### config.mk
export PLATFORM = sky130hd
export DESIGN_NAME = isi_match_pipe
export DESIGN_NICKNAME = d
export VERILOG_FILES = /design/src/rtl/isi_match_pipe.sv
export SDC_FILE = /design/constraint.sdc
export NUM_CORES = 1
export LEC_CHECK = 0
export ABC_AREA = 0
export CAP_MARGIN = 15
export CORE_MARGIN = 10
export CORE_UTILIZATION = 50
export CTS_CLUSTER_SIZE = 40
export DETAILED_ROUTE_END_ITERATION = 7
export PLACE_DENSITY_LB_ADDON = 0.08
export SETUP_SLACK_MARGIN = 0.1
export SYNTH_ARGS = -nofsm -noshare
export SYNTH_HDL_FRONTEND = slang
export SYNTH_SLANG_ARGS = --single-unit
### constraint.sdc
create_clock -name clk_i -period 4.1 [get_ports clk_i]
set_clock_uncertainty 0.15 [all_clocks]
set_input_delay 0.82 -clock clk_i [delete_from_list [all_inputs] [get_ports clk_i]]
set_output_delay 0.82 -clock clk_i [all_outputs]
set_load 0.01 [all_outputs]
### src/rtl/isi_match_pipe.sv
// isi_match_pipe: compares one reference ISI per beat against N_CH candidate
// ISIs. Each beat can use exact or tolerance matching. The block has two
// register stages: S1 holds the compare result and S2 holds the reduced result
// on the outputs. Both sides use a valid/ready handshake. hit_total counts the
// delivered results that matched and saturates at all-ones.
module isi_match_pipe #(
    parameter int BIT_ISI = 8,
    parameter int N_CH    = 4,
    parameter int BIT_TOL = 4,
    parameter int IDX_W   = (N_CH > 1) ? $clog2(N_CH) : 1,
    parameter int CNT_W   = $clog2(N_CH + 1),
    parameter int STAT_W  = 16
) (
    input  logic                    clk_i,
    input  logic                    clr_n_i,
    input  logic                    in_valid_i,
    output logic                    in_ready_o,
    input  logic [BIT_ISI-1:0]      isi_x_i,
    input  logic                    comp_addr_x_i,
    input  logic [N_CH*BIT_ISI-1:0] isi_y_i,
    input  logic [N_CH-1:0]         comp_addr_y_i,
    input  logic [BIT_TOL-1:0]      tol_i,
    input  logic                    tol_en_i,
    input  logic                    clear_stats_i,
    output logic                    out_valid_o,
    input  logic                    out_ready_i,
    output logic [BIT_ISI-1:0]      isi_z_o,
    output logic                    match_o,
    output logic [N_CH-1:0]         match_mask_o,
    output logic [IDX_W-1:0]        match_idx_o,
    output logic [CNT_W-1:0]        match_cnt_o,
    output logic [STAT_W-1:0]       hit_total_o
);

    // The compare width covers the full unsigned distance with no wrap-around,
    // and it also covers a tolerance that is wider than the ISI.
    localparam int DIFF_W = BIT_ISI + 1;
    localparam int CMP_W  = (BIT_TOL > DIFF_W) ? BIT_TOL : DIFF_W;

    function automatic logic [CMP_W-1:0] abs_diff(input logic [BIT_ISI-1:0] a,
                                                  input logic [BIT_ISI-1:0] b);
        if (a >= b) return CMP_W'(a) - CMP_W'(b);
        else        return CMP_W'(b) - CMP_W'(a);
    endfunction

    logic                s1_valid_q, s1_valid_d;
    logic [N_CH-1:0]     s1_mask_q;
    logic [BIT_ISI-1:0]  s1_isi_q;

    logic                out_valid_q, out_valid_d;
    logic [N_CH-1:0]     mask_q;
    logic [IDX_W-1:0]    idx_q;
    logic [CNT_W-1:0]    cnt_q;
    logic                match_q;
    logic [BIT_ISI-1:0]  isi_z_q;
    logic [STAT_W-1:0]   hit_q, hit_d;

    logic                s1_adv, s2_adv, accept, s2_load, handshake;
    logic [CMP_W-1:0]    thr_c;
    logic [N_CH-1:0]     mask_c;
    logic [IDX_W-1:0]    idx_c;
    logic [CNT_W-1:0]    cnt_c;

    // Flow control: each stage advances when it is empty or when the stage
    // after it advances.
    always_comb begin
        s2_adv    = !out_valid_q || out_ready_i;
        s1_adv    = !s1_valid_q || s2_adv;
        accept    = in_valid_i && s1_adv;
        s2_load   = s2_adv && s1_valid_q;
        handshake = out_valid_q && out_ready_i;
    end

    assign in_ready_o = s1_adv;

    // Per-channel compare. A zero reference never matches. A comparator
    // address word on either side never matches.
    always_comb begin
        thr_c  = tol_en_i ? CMP_W'(tol_i) : '0;
        mask_c = '0;
        for (int i = 0; i < N_CH; i++) begin
            mask_c[i] = (abs_diff(isi_x_i, isi_y_i[i*BIT_ISI +: BIT_ISI]) <= thr_c)
                        && !comp_addr_x_i && !comp_addr_y_i[i]
                        && (isi_x_i != '0);
        end
    end

    // Reduction of the S1 mask. The loop scans downwards, so the lowest set
    // index is the one that remains.
    always_comb begin
        idx_c = '0;
        cnt_c = '0;
        for (int i = N_CH - 1; i >= 0; i--) begin
            if (s1_mask_q[i]) idx_c = IDX_W'(i);
        end
        for (int i = 0; i < N_CH; i++) begin
            cnt_c = cnt_c + CNT_W'(s1_mask_q[i]);
        end
    end

    // Next-state values for the valids and for the saturating hit counter.
    // A clear takes priority over a hit in the same cycle.
    always_comb begin
        s1_valid_d  = s1_adv ? accept : s1_valid_q;
        out_valid_d = s2_adv ? s1_valid_q : out_valid_q;
        hit_d       = hit_q;
        if (clear_stats_i)
            hit_d = '0;
        else if (handshake && match_q && !(&hit_q))
            hit_d = hit_q + STAT_W'(1);
    end

    // Pipeline valids and the statistic.
    always_ff @(posedge clk_i or negedge clr_n_i) begin
        if (!clr_n_i) begin
            s1_valid_q  <= 1'b0;
            out_valid_q <= 1'b0;
            hit_q       <= '0;
        end else begin
            s1_valid_q  <= s1_valid_d;
            out_valid_q <= out_valid_d;
            hit_q       <= hit_d;
        end
    end

    // S1 data loads only on an accepted beat, so it holds through bubbles
    // and stalls.
    always_ff @(posedge clk_i or negedge clr_n_i) begin
        if (!clr_n_i) begin
            s1_mask_q <= '0;
            s1_isi_q  <= '0;
        end else if (accept) begin
            s1_mask_q <= mask_c;
            s1_isi_q  <= isi_x_i;
        end
    end

    // S2 data loads only when a valid S1 beat moves forward. Otherwise the
    // outputs keep their last values.
    always_ff @(posedge clk_i or negedge clr_n_i) begin
        if (!clr_n_i) begin
            mask_q  <= '0;
            idx_q   <= '0;
            cnt_q   <= '0;
            match_q <= 1'b0;
            isi_z_q <= '0;
        end else if (s2_load) begin
            mask_q  <= s1_mask_q;
            idx_q   <= idx_c;
            cnt_q   <= cnt_c;
            match_q <= |s1_mask_q;
            isi_z_q <= s1_isi_q;
        end
    end

    assign out_valid_o  = out_valid_q;
    assign isi_z_o      = isi_z_q;
    assign match_o      = match_q;
    assign match_mask_o = mask_q;
    assign match_idx_o  = idx_q;
    assign match_cnt_o  = cnt_q;
    assign hit_total_o  = hit_q;

endmodule

# ---- Yosys cells after proc, flatten, opt, wreduce, memory -nomap -nowiden
# Cells that the tools add are included.
# Widths: inputs -> output; s select.
dict set report op_classes {
  div 0
  n_mux 11
  n_bitwise 0
  add_sub_neg 12
  reduce_logical 31
  n_mul 0
  n_eq_ne 0
  shift 0
  order_cmp 8
}
# operator n
set op_table {}
lappend op_table {{$sub 8x8->9} 8}
lappend op_table {{$le 9x4->1} 4}
lappend op_table {{$mux 9} 4}
lappend op_table {{$ge 8x8->1} 4}
lappend op_table {{$mux 16} 2}
lappend op_table {{$logic_and 1x1->1} 17}
lappend op_table {{$add 16x1->16 const B} 1}
lappend op_table {{$reduce_and 16->1} 1}
lappend op_table {{$logic_not 1->1} 8}
lappend op_table {{$mux 2} 4}
lappend op_table {{$reduce_bool 8->1} 1}
lappend op_table {{$mux 4} 1}
lappend op_table {{$reduce_or 4->1} 1}
lappend op_table {{$add 2x1->3} 1}
lappend op_table {{$add 3x1->3} 1}
lappend op_table {{$add 1x1->2} 1}
lappend op_table {{$logic_or 1x1->1} 2}
lappend op_table {{$reduce_bool 2->1} 1}
dict set report totals {
  ram_bits 0
  mem_count 0
  input_bits 55
  register_bits 48
  wordCells 72
  latchBits 0
  out_inout_bits 36
  mem_bits_ro 0
}

# ---- Logic depth before layout (Yosys ltp)
dict set report logic_depth {
  ltp_word 6
  depth_mapped 15
  depth_no_buf 14
}

# ---- Worst setup path after synthesis
# OpenSTA, ideal clock, no wires.
dict set report synth_timing {
  path_kind {in2reg}
  start {input isi_x_i[1]}
  end {register s1_mask_q[2]}
  stages 14
  path_buffers 0
  arrival_ns 3.562
  slack_ns 0.302
  t_required_ns 3.863
  setup_time_ns 0.087
  path_cell_list {inv_1 ha_1 nor2b_1 o31ai_4 a31oi_1 o21ai_1 nand2_1 mux2_2 ha_1 a21oi_1 o21ai_0 a2111oi_0 nand4_1 o211ai_1}
}
dict set report synth_between {
  elab_chain_len 6
  elab_cells_between_ends 9
  cone_classes {add/sub: 2; order compare: 2; mux: 1; reduce/logical: 4}
}
# item line_no
set synth_rtl {}
lappend synth_rtl {{start: declaration} 18} ;# input logic [BIT_ISI-1:0] isi_x_i,
lappend synth_rtl {{$sub 8x8->9, or another cell as far along} 43} ;# else return CMP_W'(b) - CMP_W'(a);
lappend synth_rtl {{$mux 9} 42} ;# if (a >= b) return CMP_W'(a) - CMP_W'(b);
lappend synth_rtl {{$le 9x4->1} 82} ;# mask_c[i] = (abs_diff(isi_x_i, isi_y_i[i*BIT_ISI +: BIT_ISI]) <= thr_c)
lappend synth_rtl {{$logic_and 1x1->1 (2 in series)} 83} ;# && !comp_addr_x_i && !comp_addr_y_i[i]
lappend synth_rtl {{$logic_and 1x1->1 *} 84} ;# && (isi_x_i != '0);
lappend synth_rtl {{end signal: assignment} 133} ;# s1_mask_q <= mask_c;
lappend synth_rtl {{end: declaration} 47} ;# logic [N_CH-1:0] s1_mask_q;
# Mark *: on every way between the ends. The rest lies on a longest branch, timed or not.
# A chain may end at the register's enable or synchronous reset.

# ---- Worst setup path after layout
dict set report layout_timing {
  start {input isi_y_i[4]}
  end {register s1_mask_q[0]}
}
dict set report layout_between {
  elab_chain_len 6
  elab_cells_between_ends 8
  cone_classes {add/sub: 2; order compare: 2; mux: 1; reduce/logical: 3}
}
# item line_no
set layout_rtl {}
lappend layout_rtl {{start: declaration} 20} ;# input logic [N_CH*BIT_ISI-1:0] isi_y_i,
lappend layout_rtl {{$sub 8x8->9, or another cell as far along} 43}
lappend layout_rtl {{$mux 9 *} 42}
lappend layout_rtl {{$le 9x4->1 *} 82}
lappend layout_rtl {{$logic_and 1x1->1 * (2 in series)} 83}
lappend layout_rtl {{$logic_and 1x1->1 *} 84}
# Marks and branches as above.

==> summary.txt <==
result of the run: completed
CTS HTree Levels: 2
max cap viols: 0
syn avg cell area: 8.310 um^2
Avg Vias per Cell: 5.630
number of filler instances in the final layout: 882
fraction of synthesized cell area taken by the top area cell type: 21.22%
final setup vio count: 0
LEAKAGE: 3.690 nW
Reg2Reg Launch Point: s1_mask_q[1]
post-synthesis to final-layout area growth: 38.32%
io pins: 91
CP Capture Type: flop
element type at the critical path start: input port
main area contributors after synthesis: dfrtp_1, ha_1, inv_1
Final Slew Violations: 0
setup TNS: 0 ns
Post-Layout Cell Count: 993
antenna violation net count after detailed routing: 0
fraction of registers with async set or reset after synthesis: 100.0%
Routed WL: 17.36 mm
count of standard-cell rows: 38
detailed router's first-iteration violation count: 311
worst vdd rail ir drop: 0.2129 mV
dominant register cell in the synthesized netlist: dfrtp_1
path category of the worst min-delay check: reg2reg
Critical path origin: isi_y_i[4]
Total Power: 0.001993 W
worst-case clock buffer depth: 2
reg2reg setup slack: 1.98 ns
power per standard cell area: 254.6 mW/mm^2
data required time of the critical path: 4.17 ns
number of cells on the worst reg-to-reg path: 6
combinational share of power: 47.4%
netlist area before placement: 0.005659 mm^2
overflow left after global routing: 0
Clock Pin Slew Worst Setup and Hold Paths: 0.07 ns
placement-stage cell area: 0.007321 mm^2
final instance area: 0.007828 mm^2
internal power: 0.001325 W
r2r endpoint: match_cnt_o[1]
CTS tree: built
number of buffers inserted for hold repair after clock tree synthesis: 0
final cycle utilization of the critical path: 93.71%
number of buffer cells added on primary ports: 90
layout cells sized above 1: 20.63%
antenna violations before repair: 0
fin worst setup slack: 0.2579 ns
detailed-route via count: 5591
Sw Ratio: 33.54%
Cell Count Post-Placement: 980
die area: 0.01597 mm^2
nets in the synthesized netlist: 829
overall die height: 126.4 um
net count of the finished layout: 1001
biggest fanout along the worst timing path: 4
Synth top cells by count: ha_1, inv_1, nand2_1
sequential share of the synthesized area: 21.22%
Max stage delay on crit path: 0.50 ns
routed wirelength normalized by instance count: 17.48 um
post-synth top area cell: dfrtp_1
largest net degree at the start of global routing: 36
gate count after technology mapping: 681
length of the first detailed-routing pass in iterations: 5
count of flip-flops with a built-in enable after synthesis: 0
most frequent cell after synthesis: ha_1
clock share of power: 26.0%
wire length of the first global-routing pass: 27.26 mm
All-Layer GR Usage: 20.32%
starting utilization of the core area: 51.53%
number of buffers inserted during clock tree synthesis: 5
arrival time at the worst endpoint: 3.91 ns
capturing instance or port of the critical path: s1_mask_q[0]
pre-CTS worst setup slack: -0.2692 ns
timing-limited maximum frequency: 260.3 MHz
count of cell types in the netlist: 72
Placeable Area: 0.01098 mm^2
cell with the largest stage delay on the worst path: clkdlybuf4s50_1
drc violations: 0
measured slew at the worst slew-check pin: 0.8222 ns
flip-flop and latch count after synthesis: 48
HPWL reported at the end of detailed placement: 13.90 mm
CTS root buf: clkbuf_16
insertion delay to the later sink of the worst-skew pair: 0.28 ns
cell-by-cell listing of the critical path: clkdlybuf4s50_1 -> ha_4 -> and3_4 -> o311ai_2 -> a31oi_2 -> buf_4 -> mux2i_1 -> xnor2_1 -> ha_1 -> and4_1 -> a21oi_2 -> a2111oi_2 -> nand4_1 -> nand3_1
RSZ-0062 raised after global routing: no
worst-case headroom to the max-slew limit: 45.19%
Sw Pwr: 0.0006684 W
number of hold-slack violations in the final timing report: 0
Worst Setup Path Type: in2reg
count of yosys warnings during synthesis: 0
die width: 126.4 um
antenna cells: 0
number of clock sinks: 48
sequential power share: 26.6%
Tmin final: 3.842 ns
via count of the first global-routing pass: 5522
routability cong.: 0.9520
## metal layers
| layer | part of all wire [%] | track usage, % | vias up |
|---|---|---|---|
| met5 | 0 | 0 | - |
| met4 | 2.5 | 6.631 | 0 |
| met3 | 5.4 | 2.874 | 28 |
| met2 | 48 | 34.30 | 171 |
| met1 | 44 | 26.04 | 2616 |
| li1 | - | - | 2776 |
## final cells by class
type	instances	area, um^2	area share (%)
Sequential cell	48	1201	15.35
Inverter	73	287.8	3.676
Clock buffer	5	125.1	1.598
Multi-Input combinational cell	537	4303	54.97
Clock inverter	2	60.06	0.7673
Tap cell	140	175.2	2.238
Timing Repair Buffer	188	1675	21.40
## registers in the layout, summed over array words and instances, names as in the netlist
name	count
hit_total_o	16
s1_isi_q	8
match_idx_o	2
match_o	1
isi_z_o	8
s1_valid_q	1
out_valid_o	1
match_mask_o	4
s1_mask_q	4
match_cnt_o	3
## power by group through the flow
stage	registers [W]	clock network (W)	logic (W)
2_1_floorplan	0.000544	0	0.000499
3_3_place_gp	0.000535	0	0.000845
3_5_place_dp	0.000539	0	0.000865
4_1_cts	0.000530	0.000530	0.000881
5_1_grt	0.000533	0.000546	0.00104
6_report	0.000529	0.000518	0.000945
## cell usage in the layout (no fill, tap or decap), drive strengths merged, types with 13 or more instances in the layout
master / netlist / final
nor2: 50 / 50
a21o: 15 / 15
nand2b: 14 / 14
dfrtp: 48 / 48
nor3: 18 / 18
a211oi: 13 / 13
mux2i: 13 / 13
a21oi: 42 / 42
nand3: 15 / 15
buf: 15 / 99
clkdlybuf4s50: 0 / 78
o21ai: 42 / 42
inv: 73 / 72
ha: 84 / 84
nand2: 54 / 54
mux2: 17 / 17
xnor2: 14 / 14
## timing repair
action / CTS / global route
pin swaps: 3 / 18
buffers inserted: 2 / 4
setup endpoints to repair: 3 / 4
gates resized for setup: 7 / 59
hold endpoints to repair: 0 / 0
## per-stage QoR
step | hold slack (ns) | utilization (%)
final | 0.3284 | 71.27
after global routing | 0.3602 | 71.27
after CTS | 0.3336 | 68.79
after detailed placement | 0.3185 | 66.66
after global placement | 0.3112 | 66.66
after floorplan | 0.2960 | -
## cell families after synthesis
kind of cell,count (synthesis),share of synthesized area [%]
buffers and inverters,96,6.832
DFF,48,21.22
xor gates and xnor gates,23,3.560
AOI/OAI and AO/OA,186,22.62
and+or+nand+nor,205,18.33
adders and majority gates,93,21.76
muxes,30,5.682
## worst min path at each step
stage / startpoint / cells after the start / to / slack [ns]
6_report: s1_isi_q[7] / 2 / s1_isi_q[7] / 0.33
5_1_grt: s1_isi_q[0] / 2 / s1_isi_q[0] / 0.36
4_1_cts: s1_isi_q[7] / 2 / s1_isi_q[7] / 0.33
3_5_place_dp: s1_isi_q[7] / 2 / s1_isi_q[7] / 0.32
3_3_place_gp: s1_isi_q[0] / 2 / s1_isi_q[0] / 0.31
2_1_floorplan: s1_isi_q[0] / 2 / s1_isi_q[0] / 0.30
## critical path, delay by kind of cell
family,cells,cell delay (ns)
XOR/XNOR,1,0.12
AO/OA/AOI/OAI,4,0.79
buffers and inverters,2,0.67
AND/OR/NAND/NOR,4,0.62
adder cells (fa/ha/maj),2,0.64
multiplexers,1,0.23
No activity file was read; power rests on OpenSTA's default activity.
==> RTL change: new RTL, same flow settings <==
Set the parameter `BIT_TOL` to 5 (it was 4).
--- a/src/rtl/isi_match_pipe.sv
+++ b/src/rtl/isi_match_pipe.sv
@@ -6,7 +6,7 @@
 module isi_match_pipe #(
     parameter int BIT_ISI = 8,
     parameter int N_CH    = 4,
-    parameter int BIT_TOL = 4,
+    parameter int BIT_TOL = 5,
     parameter int IDX_W   = (N_CH > 1) ? $clog2(N_CH) : 1,
     parameter int CNT_W   = $clog2(N_CH + 1),
     parameter int STAT_W  = 16
Ports: changed (resized tol_i); port bits go from 91 to 92. No check against the original RTL was run, so the function may have changed too.
==> RTL change against the unedited design <==
- count of clock-buffer cells in the layout stayed put
- critical path depth is 4 higher
- sequential cell count stayed put
- total power is 1.4% higher
- critical path type unchanged
- fmax hardly changed
- worst setup slack worse by 0.0023 ns
- design area is 2.4% higher
- non-clock buffer count is 12 higher
- synthesized area is 1.0% higher
- sequential power is 1% higher
- clock power is 9.5% lower
- global-route usage is 0.78 points higher
- wire length is 0.63% higher
==> RTL change: results <==
export IMPL_clk_path_buf_depth=2
export IMPL_syn_area_per_cell_um2=8.40
export IMPL_drt_first_pass_iters=4
export IMPL_ys_top_cells_by_area="dfrtp_1 (21%), ha_1 (19%), inv_1 (4.2%)"
export IMPL_largest_reg_flops=16
export IMPL_r2r_end="hit_total_o[7]$_DFFE_PN0P_"
export IMPL_slowest_stage="clkdlybuf4s50_1"
export IMPL_gp_congestion=0.943
export IMPL_topRoutingLayerUsed="met4"
export IMPL_diodes=0
export IMPL_grt_pass1_vias=5821
export IMPL_leakage_nw=3.82
export IMPL_ys_warn_count=0
export IMPL_worst_path_largest_cell_delay_ns=0.52
export IMPL_wl_met3_mm=1.07
export IMPL_ys_flop_type="dfrtp_1"
export IMPL_rrSetupSlack_ns=1.73
export IMPL_synth_nets=834
export IMPL_synth_common_cells="ha_1 (88), inv_1 (64), dfrtp_1 (48), nor2_1 (48), nand2_1 (46)"
export IMPL_clkSlewWorstSetupHoldPaths_ns=0.07
export IMPL_final_max_slew_violation_count=0
export IMPL_portBuffers=91
export IMPL_cts_max_level=2
export IMPL_critPathArrivalTime_ns=3.86
export IMPL_post_dp_hpwl_mm=14.3
export IMPL_met1_length_mm=7.42
export IMPL_slew_limit_headroom_pct=31.7
export IMPL_worstPathMaxFanout=4
export IMPL_grt_max_degree=49
export IMPL_grtUsageTotal_pct=21.1
export IMPL_status="finished clean"
export IMPL_antenna_found_initial=0
export IMPL_drive_gt1_share_pct=22.2
export IMPL_vias_per_cell=5.64
export IMPL_grt_pass1_wl_mm=28.4
export IMPL_cts_made_buffers=5
export IMPL_cts_root_buf="clkbuf_16"
export IMPL_period_share_pct=93.8
export IMPL_wl_mm=17.5
export IMPL_place_inst=986
export IMPL_route_met2_wl_mm=8.28
export IMPL_ir_worst_vdd_mv=0.286
export IMPL_drt_iter0_markers=324
export IMPL_rr_worst_depth=6
export IMPL_ys_seq_area_share_pct=21.0
export IMPL_min_delay_path_class="primary input to async pin"
export IMPL_synth_cell_type_count=66
export IMPL_clk_latency_ns=0.29
export IMPL_synthArstFlopShare_pct=100
export IMPL_r2r_start="hit_total_o[6]$_DFFE_PN0P_"
export IMPL_stdcell_count=1002
## RTL change: layout make-up
type	instances	area [um^2]
fillers	868	3020
clock buffers	5	125
inverters	64	248
clock inverters	3	42.5
flip-flops and latches	48	1200
repair buffers	200	1810
well taps	140	175
multi-input cells	542	4420
## RTL change: worst max-delay path by stage
stage | startpoint | to | slack, ns | depth (start not counted)
CTS | isi_x_i[5] | s1_mask_q[0]$_DFFE_PN0P_ | 0.06 | 16
detailed placement | isi_x_i[3] | s1_mask_q[0]$_DFFE_PN0P_ | -0.44 | 15
global route | isi_y_i[22] | s1_mask_q[2]$_DFFE_PN0P_ | 0.06 | 16
finish | isi_y_i[5] | s1_mask_q[0]$_DFFE_PN0P_ | 0.26 | 18
global placement | isi_x_i[4] | s1_mask_q[2]$_DFFE_PN0P_ | -0.32 | 15
floorplan | isi_x_i[1] | s1_mask_q[1]$_DFFE_PN0P_ | 0.14 | 14
## RTL change: cell families (layout without fill, tap and decap cells)
family                   Yosys count  count (layout)  share of synthesized area, %
flip-flops                        48              48                          21.0
buffers and inverters             91             272                          6.76
XOR/XNOR                          33              33                          5.05
AO/OA/AOI/OAI                    172             172                          19.8
AND/OR/NAND/NOR                  207             207                          18.8
adder cells (fa/ha/maj)           97              97                          22.4
multiplexers                      33              33                          6.17
## RTL change: report_power, final
group          total [W]  internal, W  leakage (nW)  switching (W)
Sequential      0.000535     0.000512         0.636      0.0000233
Clock           0.000469     0.000287        0.0798       0.000182
Combinational    0.00102     0.000515          3.10       0.000502
Total            0.00202      0.00131          3.82       0.000707
## RTL change: per-stage QoR
step                setup TNS [ns]  hold WS, ns  util [%]  cell area, um^2  worst slack (ns)
finish                           0        0.262      72.7             8020             0.256
global route                     0        0.280      72.7             8020            0.0620
CTS                              0        0.339      70.0             7720            0.0566
detailed placement           -1.49        0.317      67.3             7420            -0.444
global placement             -1.11        0.308      67.3             7420            -0.325
floorplan                        0        0.284         -             5720             0.141
## RTL change: repair_timing
| item | in CTS | in global routing |
|---|---|---|
| endpoints found under the setup margin | 4 | 4 |
| setup buffers | 1 | 6 |
| pin swaps | 12 | 19 |
| resized for setup | 23 | 57 |
| hold buffers | 0 | 0 |
| endpoints found under the hold margin | 0 | 0 |
## RTL change: worst max-delay path: cells and delay by family
family / cells / cell delay [ns]
AO/OA/AOI/OAI: 6 / 0.81
XOR/XNOR: 1 / 0.18
adder cells (fa/ha/maj): 2 / 0.48
buffers and inverters: 4 / 0.87
multiplexers: 1 / 0.21
AND/OR/NAND/NOR: 4 / 0.50
## RTL change: routing by layer
layer | up-vias | GRT usage [%]
met5 | - | 0
met2 | 185 | 35.8
li1 | 2781 | -
met4 | 0 | 9.31
met3 | 37 | 3.08
met1 | 2649 | 25.9
